**config.mk**
```make
export PLATFORM = sky130hd
export DESIGN_NAME = reset_sequencer
export DESIGN_NICKNAME = d
export VERILOG_FILES = /design/src/rtl/reset_sequencer.sv
export SDC_FILE = /design/constraint.sdc
export NUM_CORES = 1
export LEC_CHECK = 0
export CAP_MARGIN = 10
export CORE_ASPECT_RATIO = 1.1
export CORE_MARGIN = 2
export CORE_UTILIZATION = 45
export CTS_BUF_LIST = sky130_fd_sc_hd__clkbuf_8
export CTS_CLUSTER_SIZE = 24
export DETAILED_ROUTE_END_ITERATION = 6
export PLACE_DENSITY = 0.66
export SLEW_MARGIN = 10
export SYNTH_ARGS = -nofsm -noshare
export SYNTH_HDL_FRONTEND = slang
export SYNTH_SLANG_ARGS = --single-unit
export TNS_END_PERCENT = 5
```
**constraint.sdc**
```tcl
create_clock -name clk -period 4 [get_ports clk]
set_clock_uncertainty 0.1 [all_clocks]
set_input_delay 0.8 -clock clk [delete_from_list [all_inputs] [get_ports clk]]
set_output_delay 0.8 -clock clk [all_outputs]
set_load 0.05 [all_outputs]
```
**src/rtl/reset_sequencer.sv**
```systemverilog
// Staged reset-release controller.
// After arstn release all stage resets stay asserted for HOLD_CYCLES edges.
// The stages are then released one at a time, index 0 first, STAGE_DELAY
// edges apart. The sequencer then waits for init_done, or gives up after
// TIMEOUT_CYCLES edges, and raises sys_ready.
// A software request re-runs the whole sequence from HOLD. timeout_err is
// sticky until arstn.
module reset_sequencer #(
    parameter int NUM_STAGES     = 3,
    parameter int HOLD_CYCLES    = 16,
    parameter int STAGE_DELAY    = 8,
    parameter int TIMEOUT_CYCLES = 1024
) (
    input  logic                  clk,
    input  logic                  arstn,
    input  logic                  sw_rst_req,
    input  logic                  init_done,
    output logic [NUM_STAGES-1:0] stage_rstn,
    output logic                  sys_ready,
    output logic                  timeout_err,
    output logic [1:0]            seq_state
);

    localparam int MAX_HS  = (HOLD_CYCLES > STAGE_DELAY) ? HOLD_CYCLES : STAGE_DELAY;
    localparam int MAX_ALL = (MAX_HS > TIMEOUT_CYCLES) ? MAX_HS : TIMEOUT_CYCLES;
    localparam int MAX_PAR = (MAX_ALL > NUM_STAGES) ? MAX_ALL : NUM_STAGES;
    localparam int CNT_W   = $clog2(MAX_PAR + 1);
    localparam int IDX_W   = (NUM_STAGES > 1) ? $clog2(NUM_STAGES) : 1;

    typedef enum logic [1:0] {
        ST_HOLD      = 2'd0,
        ST_RELEASE   = 2'd1,
        ST_WAIT_DONE = 2'd2,
        ST_RUN       = 2'd3
    } state_e;

    state_e                  state_q, state_d;
    logic [CNT_W-1:0]        cnt_q, cnt_d;
    logic [IDX_W-1:0]        stage_idx_q, stage_idx_d;
    logic [NUM_STAGES-1:0]   stage_rstn_q, stage_rstn_d;
    logic                    sys_ready_q, sys_ready_d;
    logic                    timeout_err_q, timeout_err_d;

    // State and output registers; arstn forces every stage back into reset.
    // NOTE: sequential state uses non-blocking assignments so that all
    // registers update together from values sampled before the edge.
    always_ff @(posedge clk or negedge arstn) begin
        if (!arstn) begin
            state_q       <= ST_HOLD;
            cnt_q         <= '0;
            stage_idx_q   <= '0;
            stage_rstn_q  <= '0;
            sys_ready_q   <= 1'b0;
            timeout_err_q <= 1'b0;
        end else begin
            state_q       <= state_d;
            cnt_q         <= cnt_d;
            stage_idx_q   <= stage_idx_d;
            stage_rstn_q  <= stage_rstn_d;
            sys_ready_q   <= sys_ready_d;
            timeout_err_q <= timeout_err_d;
        end
    end

    // Next-state logic: software request first, then per-state sequencing.
    // NOTE: every signal gets a hold-value default first, so no path leaves
    // one unassigned and no latch is inferred.
    always_comb begin
        state_d       = state_q;
        cnt_d         = cnt_q;
        stage_idx_d   = stage_idx_q;
        stage_rstn_d  = stage_rstn_q;
        sys_ready_d   = sys_ready_q;
        timeout_err_d = timeout_err_q;

        if (sw_rst_req) begin
            // timeout_err deliberately survives a software restart.
            state_d      = ST_HOLD;
            cnt_d        = '0;
            stage_idx_d  = '0;
            stage_rstn_d = '0;
            sys_ready_d  = 1'b0;
        end else begin
            unique case (state_q)
                ST_HOLD: begin
                    if (cnt_q == CNT_W'(HOLD_CYCLES - 1)) begin
                        stage_rstn_d[0] = 1'b1;
                        cnt_d           = '0;
                        if (NUM_STAGES == 1) begin
                            state_d = ST_WAIT_DONE;
                        end else begin
                            state_d     = ST_RELEASE;
                            stage_idx_d = IDX_W'(1);
                        end
                    end else begin
                        cnt_d = cnt_q + 1'b1;
                    end
                end
                ST_RELEASE: begin
                    if (cnt_q == CNT_W'(STAGE_DELAY - 1)) begin
                        stage_rstn_d[stage_idx_q] = 1'b1;
                        cnt_d                     = '0;
                        if (stage_idx_q == IDX_W'(NUM_STAGES - 1)) begin
                            state_d = ST_WAIT_DONE;
                        end else begin
                            stage_idx_d = stage_idx_q + 1'b1;
                        end
                    end else begin
                        cnt_d = cnt_q + 1'b1;
                    end
                end
                ST_WAIT_DONE: begin
                    if (init_done) begin
                        sys_ready_d = 1'b1;
                        state_d     = ST_RUN;
                    end else if (cnt_q == CNT_W'(TIMEOUT_CYCLES - 1)) begin
                        // Give up on the handshake but let the system run.
                        timeout_err_d = 1'b1;
                        sys_ready_d   = 1'b1;
                        state_d       = ST_RUN;
                    end else begin
                        cnt_d = cnt_q + 1'b1;
                    end
                end
                ST_RUN: begin
                    // Outputs hold; init_done is ignored here.
                end
                default: begin
                    state_d = ST_HOLD;
                end
            endcase
        end
    end

    assign stage_rstn  = stage_rstn_q;
    assign sys_ready   = sys_ready_q;
    assign timeout_err = timeout_err_q;
    assign seq_state   = state_q;

endmodule
```
==> metrics.yaml <==
status: "finished, final reports clean"
pwr-share-seq: 0.309
fin_crit_ns: 2.57
slew_headroom: 0.406
clockRootBuffer: "clkbuf_8"
postCtsSetupRepairBufs: 0
start_util: 0.483
synth_compound_area_frac: 0.243
routabilityCongestion: 0.820
synth_xor_area_frac: 0
ant_nets: 0
fmax_mhz: 389
met3_usage: 0.0379
final-setup-viol-count: 0
clock_sink_count: 20
synth_area_leaders: "dfrtp_1 (40%), ha_1 (7.1%), o21ai_0 (5.2%)"
leakage_uw: 0.000628
grt_pass1_vias: 1041
synth_top_family_by_area: "compound AO/OA/AOI/OAI gates"
core_region_area_um2: 2570
rsz0062_at_grt: "false"
synth_cell_types: 38
critPathMaxFanout: 12
grt_antenna_before_repair: 0
p_per_area_nw_per_um2: 571
synth_seq_cells: 20
rr_worst_depth: 6
cap_violations: 0
syn-num-nets: 143
synth_mux_area_frac: 0.0161
dr.pass1.iters: 4
synth_top_flop_cell: "dfrtp_1"
busiest_layer: "met2"
antenna_cells: 0
synthAdderAreaFrac: 0.0706
layout_commonest_cell: "dfrtp_1"
p_sw_frac: 0.393
multi_input_area_um2: 687
clk-insertion-delay-late_ns: 0.26
cp.required_ns: 4.10
power.internal_uw: 498
period_share: 0.643
h-tree-depth: 1
final_nets: 155
tightestPinTransition_ns: 0.889
area_delta_synth_final_pct: 15.9
drtIter0Drc: 9
io_buffers: 10
maxSlewViolCount: 0
timing.setup.tns_ns: 0
grt_usage: 0.182
die_h_um: 59.1
nFillCells: 242
placed_cell_area_um2: 1370
yosysTopAreaCell: "dfrtp_1"
syn_area_um2: 1240
fin_area_um2: 1440
via_per_inst: 5.97
async_flop_share: 1.00
worst_ep_arrival_time_ns: 2.67
ios: 11
cts_resized: 0
dieWidth_um: 54.1
power.share.clock: 0.244
tritoncts: "yes"
met2_usage: 0.336
hold_viol: 0
cts_hold_buffers: 0
crit_type: "in -> reg"
ir_worst_vdd_mv: 0.323
yosysWarnings: 0
seq_area_frac_synth: 0.403
wl_um: 2550
synth_top_area_frac: 0.403
clock_path_buffers: 2
seq_area_um2: 500
dp.final_hpwl_um: 1910
grt_first_pass_wirelength_um: 4350
end_kind: "register"
dieArea_um2: 3190
row_count: 19
hp-class: "reg -> reg"
p_comb_frac: 0.447
whs_path_depth: 1
numCtsBuffers: 3
met1_usage: 0.211
p_sw_uw: 323
whs_ns: 0.364
syn_avg_cell_area_um2: 9.40
final_cell_mix: "dfrtp_1 (20), o21ai_0 (13), inv_1 (11)"
postSynthCellCount: 132
layout-drive-gt1-share: 0.0979
vias: 1038
synth-edff-count: 0
synth_simple_gate_area_frac: 0.224
grt_overflow_total: 0
wl_per_cell_um: 14.6
startpoint_type: "input port"
clk_pin_slew_ns: 0.08
drcViolationCount: 0
grt_max_degree: 21
## final cells by class
class / count / area share
well taps: 31 / 0.0270
repair buffers: 10 / 0.0696
clock buffers: 3 / 0.0287
flip-flops and latches: 20 / 0.348
multi-input cells: 98 / 0.477
clock inverters: 1 / 0.0209
inverters: 11 / 0.0287
## path summary, 6_finish.rpt
check	startpoint	endpoint	slack, ns
hold reg to reg	timeout_err	timeout_err	0.36
hold / removal	timeout_err	timeout_err	0.36
min in group asynchronous	arstn	stage_rstn[2]	0.94
max in group asynchronous	arstn	cnt_q[1]	2.31
setup / recovery	sw_rst_req	cnt_q[10]	1.43
setup reg to reg	cnt_q[0]	cnt_q[2]	1.59
## cells by family (layout without fill, tap and decap cells)
| logic type | count (synthesis) | after routing |
|---|---|---|
| simple gates | 47 | 47 |
| compound gates | 42 | 42 |
| flops | 20 | 20 |
| buf+inv | 14 | 25 |
| fa+ha+maj | 7 | 7 |
| mux | 2 | 2 |
## per-layer routing
metal / up-vias / share of wire
met4: 0 / 0.0051
li1: 511 / -
met3: 2 / 0.028
met5: - / 0
met2: 14 / 0.52
met1: 511 / 0.45
## cells in the mapped netlist, drive strengths merged (3+ instances only)
cell,count
nor4,3
a21o,4
nand3,4
a22o,8
nand2b,6
nand2,8
o21ai,14
ha,7
a21oi,5
dfrtp,20
inv,11
nor2,9
nor3,4
## sequential cells by signal, indices dropped and copies added, names as in the netlist
name,cells
seq_state,2
stage_idx_q,2
timeout_err,1
sys_ready,1
stage_rstn,3
cnt_q,11
## through the flow
stage | total power [uW] | cells | setup slack, ns | utilization
floorplan | 530 | 132 | 1.55 | -
global placement | 619 | 170 | 1.23 | 0.533
detailed placement | 622 | 170 | 1.18 | 0.533
CTS | 829 | 174 | 1.46 | 0.560
global route | 889 | 174 | 1.25 | 0.560
finish | 821 | 174 | 1.43 | 0.560
## worst max-delay path, cell delays in order
cell             delay, ns
clkdlybuf4s50_1       0.59
inv_1                 0.24
o21ai_0               0.15
a21o_1                0.26
nor2_1                0.41
a22o_1                0.21
## power by group through the flow
stage	clock network, uW	logic, uW	registers, uW
floorplan	0	238	292
global placement	0	364	255
detailed placement	0	365	258
CTS	208	367	254
global route	218	413	257
finish	201	367	254
Power figures use the tool's default switching activity.
